## src/rtl/alu_pkg.sv

```systemverilog
// Shared constants for the ALU datapath shift unit.
package alu_pkg;

    localparam int unsigned ALU_WIDTH = 16;

    // Direction encodings on Control
    localparam logic SHIFT_LEFT  = 1'b0;
    localparam logic SHIFT_RIGHT = 1'b1;

endpackage

```

## src/rtl/alu_shifter_if.sv

```systemverilog
// Operand/result bundle between the datapath and the shift unit.
interface alu_shifter_if
    import alu_pkg::*;
#(
    parameter int unsigned WIDTH = ALU_WIDTH
);

    logic             Control;
    logic [WIDTH-1:0] A;
    logic [WIDTH-1:0] Answer;

    modport master (
        output Control,
        output A,
        input  Answer
    );

    modport slave (
        input  Control,
        input  A,
        output Answer
    );

endinterface

```

## src/rtl/alu_shifter_shift_core.sv

```systemverilog
// Combinational single-direction logical shift; produces the next Answer.
module shift_core
    import alu_pkg::*;
#(
    parameter int unsigned WIDTH     = ALU_WIDTH,
    parameter int unsigned SHIFT_AMT = 1
) (
    input  logic             Control,
    input  logic [WIDTH-1:0] A,
    output logic [WIDTH-1:0] result
);

    // Only an explicit right encoding shifts right; anything else, X included, shifts left
    always_comb begin
        result = '0;
        if (Control == SHIFT_RIGHT) begin
            result = A >> SHIFT_AMT;
        end else begin
            result = A << SHIFT_AMT;
        end
    end

endmodule

```

## src/rtl/alu_shifter.sv

```systemverilog
// Registered 16-bit logical shifter: one-cycle latency, async active-low clear.
module alu_shifter
    import alu_pkg::*;
#(
    parameter int unsigned WIDTH     = ALU_WIDTH,
    parameter int unsigned SHIFT_AMT = 1
) (
    input  logic          clk,
    input  logic          rst_n,
    alu_shifter_if.slave  bus
);

    logic [WIDTH-1:0] next_answer;

    shift_core #(
        .WIDTH     (WIDTH),
        .SHIFT_AMT (SHIFT_AMT)
    ) u_shift_core (
        .Control (bus.Control),
        .A       (bus.A),
        .result  (next_answer)
    );

    // Output register: cleared immediately on reset, reloaded every edge otherwise
    always_ff @(posedge clk or negedge rst_n) begin
        if (!rst_n) begin
            bus.Answer <= '0;
        end else begin
            bus.Answer <= next_answer;
        end
    end

endmodule

```

## src/flat_wrapper.sv

```systemverilog
// flat-port wrapper written by rule: the top's interface ports become plain ports
module alu_shifter_flat import alu_pkg::*;
#(
    parameter int unsigned WIDTH     = ALU_WIDTH,
    parameter int unsigned SHIFT_AMT = 1
)
  (clk, rst_n, bus_Control, bus_A, bus_Answer);
  alu_shifter_if #(.WIDTH(WIDTH)) bus_i ();
  input  logic clk;
  input  logic rst_n;
  input wire logic [$bits(bus_i.Control)-1:0] bus_Control;
  input wire logic [$bits(bus_i.A)-1:0] bus_A;
  output wire logic [$bits(bus_i.Answer)-1:0] bus_Answer;
  assign bus_i.Control = bus_Control;
  assign bus_i.A = bus_A;
  assign bus_Answer = bus_i.Answer;
  alu_shifter #(.WIDTH(WIDTH), .SHIFT_AMT(SHIFT_AMT)) u_core (.clk(clk), .rst_n(rst_n), .bus(bus_i));
endmodule
```

## config.mk

```make
export PLATFORM = sky130hd
export DESIGN_NAME = alu_shifter_flat
export DESIGN_NICKNAME = d
export VERILOG_FILES = /design/src/rtl/alu_pkg.sv /design/src/rtl/alu_shifter_if.sv /design/src/rtl/alu_shifter_shift_core.sv /design/src/rtl/alu_shifter.sv /design/src/flat_wrapper.sv
export SDC_FILE = /design/constraint.sdc
export NUM_CORES = 1
export LEC_CHECK = 0
export CORE_MARGIN = 2
export CORE_UTILIZATION = 42
export CTS_BUF_LIST = sky130_fd_sc_hd__clkbuf_2
export DETAILED_ROUTE_END_ITERATION = 16
export GPL_ROUTABILITY_DRIVEN = 0
export PLACE_DENSITY = 0.86
export SLEW_MARGIN = 20
export SYNTH_ARGS = -nofsm -noshare
export SYNTH_HDL_FRONTEND = slang
export SYNTH_SLANG_ARGS = --single-unit
```

## constraint.sdc

```tcl
create_clock -name clk -period 1.1 [get_ports clk]
set_input_delay 0.33 -clock clk [delete_from_list [all_inputs] [get_ports clk]]
set_output_delay 0.33 -clock clk [all_outputs]
set_load 0.005 [all_outputs]
```

# Word level (Yosys, flattened, before mapping)
# Index checks and enable logic that the tools add are counted.
word_totals:
  out_inout_bits: 16
  inputBits: 19
  regBits: 16
op_classes:
  muxes: 1
op_table:
  columns: ["op", "count"]
  rows:
  - ["$mux 16", 1]

# Longest topological paths before layout
depth:
  word_depth: 1
  mapped_depth: 3
  ltp_nobuf: 1

# By module
# Synthesis repeated with hierarchy kept, for this count alone.
unflattened:
  hier_cells: 34
  hier_area_um2: 635.6
modules_own_cells:
  columns: ["module", "instances", "cells_per_inst", "area_each_um2"]
  rows:
  - ["alu_shifter", 1, 16, 400.4]
  - ["shift_core", 1, 18, 235.2]

# Worst setup path after synthesis
# Ideal clock, no wire load.
synth_timing:
  kind: "input to register"
  start: "input bus_Control"
  end: "register u_core.bus.Answer[10]"
  t_arrival_ns: 0.861
  required_time_ns: 0.975
  path_slack_ns: 0.114
  setup_time_ns: 0.125
  path_stages: 3
  cell_sequence: "buf_6 > buf_12 > mux2_4"
synth_via:
  elab_chain_cells: 1
synth_lines:
  columns: ["element", "line", "text"]
  rows:
  - ["from (decl)", "flat_wrapper.sv:11", "input wire logic [$bits(bus_i.Control)-1:0] bus_Control;"]
  - ["$mux 16", "alu_shifter_shift_core.sv:16", "if (Control == SHIFT_RIGHT) begin"]
  - ["net u_core.next_answer[10]", "alu_shifter.sv:13", "logic [WIDTH-1:0] next_answer;"]
  - ["to (signal assigned)", "alu_shifter.sv:29", "bus.Answer <= next_answer;"]
  - ["to (decl)", "alu_shifter_if.sv:21", "output Answer"]
# The timed path passes the listed nets, and every way through them passes these cells.

# Final worst setup path
layout_timing:
  start: "register u_core.bus.Answer[2]"
  end: "output bus_Answer[2]"
layout_lines:
  columns: ["element", "line", "text"]
  rows:
  - ["to (decl)", "flat_wrapper.sv:13", "output wire logic [$bits(bus_i.Answer)-1:0] bus_Answer;"]
# No word-level cell between the ends.

==> run metrics <==
outcome complete, but fails checks; violated checks negative setup slack; Die W about 43 um; leak pwr 0.475 nW; Startpoint Class register; die footprint 1840 sq um; Period Utilization, post-route 1.03; Hold-fix buffers, CTS 0; Hold Crit Class input pin to asynchronous set/reset pin; DR vias/cell 4.52; Post-Syn Nets 53; post-CTS setup buffers 0; core area 1450 sq um; Tot GR Track Use 0.151; via count roughly 400; CP max stage cell dfrtp_1; Crit path required time 0.77 ns; vias in the first global route 418; Post-Synthesis Cell Area 636 sq um; Crit path largest cell delay 0.40 ns; Max clock buf depth 2; Mapped Cells 34; Yosys cell types 7; Mean Syn Cell Area 18.7 sq um; CTS tree built; clk sinks 16; Critical Path End Type output port; Total Wirelength 1.23 mm; H-tree depth 1; Layout Nets 93; CP Max Fanout 1; Final Max Tran Viols 0; CTS Root Cell clkbuf_2; worst setup margin -0.0314 ns; post-route cell area 975 sq um; endpoints failing setup 12; fillers 107; Initial Util 0.437; post-layout util 0.670; synth warn 0; biggest registers after layout u_core.bus.Answer: 16 flops; first-pass GRT wire length 2.01 mm; crit-path cells buf_2; top-area cell type share of the netlist area 0.630; Max Cap Violations 0; Crit path max-delay family flip-flops; share of layout cells above drive strength 1 0.521; detailed-route DRC error count 0; FMAX 0.884 GHz; largest area contributor in the netlist dfrtp_1; total power per unit cell area 1160 nW/um^2; P&R area growth vs syn 53.3%; TritonCTS buffer count 3; Slew @ Worst Pin 0.152 ns; largest net degree at the start of global routing 17; Bufs and invs on worst path 1; final count of hold timing violations 0; RSZ-0062 raised after global routing true; fin crit period 1.13 ns; GRT Residual Overflow 0; most frequent cells in the layout clkdlybuf4s50_1, buf_2, dfrtp_1; io pins 35; Biggest register u_core.bus.Answer; largest cells by area after synthesis dfrtp_1, mux2_4, mux2_2; Worst slew margin 0.899; maximum VDD drop between 600 and 700 uV; Antenna diodes 0; port buffer count 34; num rows 14; Initial DRT Pass Iterations 2; Clk pin slew, worst setup/hold paths ~0.15 ns; Largest register FFs 16; commonest non-fill, non-tap cell in the layout clkdlybuf4s50_1; Synth Register Bits 16; Crit Path Class register to output port; WL/cell 13.8 um; register area share after synthesis 0.630; antenna violations before repair 0; DP Area 1000 sq um; Antenna Nets Post-Route 0; Worst Path Arrival 0.80 ns; Detailed Route Iter0 Violations 7; Die Ht 42.9 um
==> through the flow <==
step	total power (W)	std cells	worst slack, ns	hold WS, ns	TNS (ns)
after floorplan	0.000741	34	0.114	0.0344	0
after global placement	0.000915	84	-0.352	0.679	-5.40
after detailed placement	0.000923	84	-0.369	0.679	-5.77
after CTS	0.00114	89	-0.0468	0.361	-0.387
after global routing	0.00120	89	-0.0927	0.342	-1.22
final	0.00113	89	-0.0314	0.363	-0.139
==> layer usage <==
metal | vias to the layer above | global-route usage | wire, um
li1 | 194 | - | -
met1 | 192 | 0.183 | 506
met2 | 14 | 0.255 | 648
met3 | 2 | 0.0128 | 59
met4 | 0 | 0.0938 | 14
met5 | - | 0 | 0
==> synth_stat cells, drive strengths merged <==
cell and instances:
dfrtp 16, mux2 14, buf 2, and2 1, and2b 1
==> final cells by class <==
cell class	count	area (sq um)	area share
Sequential cell	16	400	0.411
Timing Repair Buffer	37	332	0.340
Multi-Input combinational cell	16	204	0.209
Tap cell	16	20.0	0.0205
Clock buffer	3	15.0	0.0154
Clock inverter	1	3.75	0.00385
==> worst max-delay path by stage <==
stage / endpoint / slack, ns / from / depth (start not counted)
finish: bus_Answer[2] / -0.03 / u_core.bus.Answer[2] / 1
global route: bus_Answer[2] / -0.09 / u_core.bus.Answer[2] / 1
CTS: bus_Answer[2] / -0.05 / u_core.bus.Answer[2] / 1
detailed placement: u_core.bus.Answer[1] / -0.37 / bus_Control / 3
global placement: u_core.bus.Answer[14] / -0.35 / bus_Control / 3
floorplan: u_core.bus.Answer[10] / 0.11 / bus_Control / 3
==> cells by family (layout without fill, tap and decap cells) <==
| family | count (synthesis) | in the layout | synth area share |
|---|---|---|---|
| buf+inv | 2 | 41 | 0.0492 |
| mux | 14 | 14 | 0.295 |
| simple gates | 2 | 2 | 0.0256 |
| flops | 16 | 16 | 0.630 |
==> power breakdown <==
group | total, W | internal [W] | switching [W] | leakage, nW
logic | 0.000237 | 0.000163 | 0.0000740 | 0.272
clock network | 0.000249 | 0.0000791 | 0.000170 | 0.0140
registers | 0.000639 | 0.000630 | 0.00000949 | 0.189
==> repair_timing <==
action,in CTS,in global routing
cloned,1,0
setup endpoints to repair,30,16
pin swaps,0,0
resized for setup,65,0
Power figures use the tool's default switching activity.
==> RTL change: new RTL, same flow settings <==
Change the package constant `ALU_WIDTH` from 16 to 18.
--- a/src/rtl/alu_pkg.sv
+++ b/src/rtl/alu_pkg.sv
@@ -1,7 +1,7 @@
 // Shared constants for the ALU datapath shift unit.
 package alu_pkg;
 
-    localparam int unsigned ALU_WIDTH = 16;
+    localparam int unsigned ALU_WIDTH = 18;
 
     // Direction encodings on Control
     localparam logic SHIFT_LEFT  = 1'b0;
Interface: changed (resized bus_A and bus_Answer); port bits go from 35 to 39. No check against the original RTL was run, so the function may have changed too.
==> RTL change against the original RTL <==
The flow still finishes with violations (setup timing); maximum frequency down 2.2%; cell area up 11%; setup slack worse by 26 ps; worst hold slack worse by 2.3 ps; power grew 11%; wire length increased by 12%; die area grew 10%; combinational power up 10%; synthesized area increased by 11%; critical path depth is the same; sequential cell count is 2 higher; count of clock-buffer cells in the layout unchanged; critical path type unchanged; critical endpoint is now bus_Answer[16]; largest cell class unchanged; largest power group unchanged; highest routed layer unchanged.
==> RTL change: results (changes against the original RTL) <==
* Synth cell count leaders: dfrtp_1 (18), mux2_2 (8), mux2_4 (8)
* Worst-path fanout max at 1 (unchanged)
* GRT Resource Usage Total at 14.92% (-0.13 points)
* Violated checks: setup timing
* Syn_nets at 59 (+11%)
* Largest net degree at the start of global routing at 19 (+2)
* Internal at 0.0009661 W (+11%)
* Worst vdd ir at 755.0 uV (+12%)
* Dpl cells at 92 (+9.5%)
* Port bufs at 38 (+12%)
* Synth unique cells at 7 (unchanged)
* Cell count after synthesis at 38 (+12%)
* Setup TNS at -356.9 ps (-218.1 ps)
* Via count at 451 (+12%)
* Biggest regs: u_core.bus.Answer: 18 flops
* LEAKAGE at 0.5220 nW (+9.9%)
* Global-route wire length before repair at 2076 um (+3.4%)
* Outcome: complete, but fails checks
* Pre-CTS setup slack at -381.1 ps (-11.83 ps)
* PnR worst setup slack at -57.12 ps (-25.77 ps)
* Vias in the first global route at 430 (+2.9%)
* Via density at 4.649 (+2.9%)
* Sequential element share of the synthesized area at 63.60% (+0.61 points)
* Critical path origin: u_core.bus.Answer[16]
* Final setup vio count at 18 (+6)
* Worst Setup EP: bus_Answer[16]
* Worst slew margin at 89.41% (-0.46 points)
* Nets at 103 (+11%)
* Worst Path Arrival at 830 ps (+30 ps)
* Cells taking the most area after synthesis: dfrtp_1 (64%), mux2_4 (17%), mux2_2 (13%)
* Reg clk slew, reported paths at 160 ps
* Iter 0 DRT Violations at 0 (-7)
* Synth top area share at 63.60% (+0.61 points)
## RTL change: cell types whose count changed in the layout (fill, tap and decap cells not counted)
cell / unedited run / this run
buf_2: 16 / 18
dfrtp_1: 16 / 18
clkdlybuf4s50_1: 17 / 19
mux2_2: 6 / 8
## RTL change: logic make-up after synthesis
family | share of synthesized area [%]
simple gates | 2.297
mux | 29.68
flops | 63.60
buf+inv | 4.417
## RTL change: repair_timing
action | 4_1_cts | 5_1_grt
hold endpoints to repair | 0 | 0
endpoints found under the setup margin | 33 | 18
gates cloned | 1 | 0
resized for setup | 73 | 0
## RTL change: cell type report
type                    instances  area [um2]  share of cell area, %
flip-flops and latches         18       450.4                  41.81
repair buffers                 41       361.6                  33.57
multi-input cells              18       226.5                  21.02
well taps                      16       20.02                  1.858
clock buffers                   3       15.01                  1.394
clock inverters                 1       3.754                 0.3484
## RTL change: worst min path at each step
stage,from,endpoint,depth (start not counted)
floorplan,rst_n,u_core.bus.Answer[0],0
global placement,rst_n,u_core.bus.Answer[11],2
CTS,rst_n,u_core.bus.Answer[9],2
finish,rst_n,u_core.bus.Answer[9],2
detailed placement,rst_n,u_core.bus.Answer[9],2
global route,rst_n,u_core.bus.Answer[12],2
## RTL change: per-stage QoR
step | util, % | hold slack (ps) | total power (W)
floorplan | - | 34.41 | 0.0008307
global placement | 72.48 | 682.5 | 0.001026
detailed placement | 72.48 | 685.1 | 0.001032
CTS | 69.89 | 351.3 | 0.001263
global route | 69.89 | 329.1 | 0.001316
finish | 69.89 | 360.4 | 0.001246
## RTL change: routing by layer
layer | track usage [%] | up-vias | share of wire (%)
met2 | 22.57 | 22 | 48
met4 | 7.059 | 0 | 1.2
met5 | 0 | - | 0
li1 | - | 217 | -
met1 | 19.42 | 210 | 40
met3 | 4.800 | 2 | 10
## RTL change: power groups by stage
stage,clock network [W],logic (W),registers [W]
floorplan,0,0.0000883,0.000742
finish,0.000266,0.000261,0.000720
detailed placement,0,0.000297,0.000735
global route,0.000310,0.000282,0.000724
global placement,0,0.000292,0.000734
CTS,0.000278,0.000265,0.000720
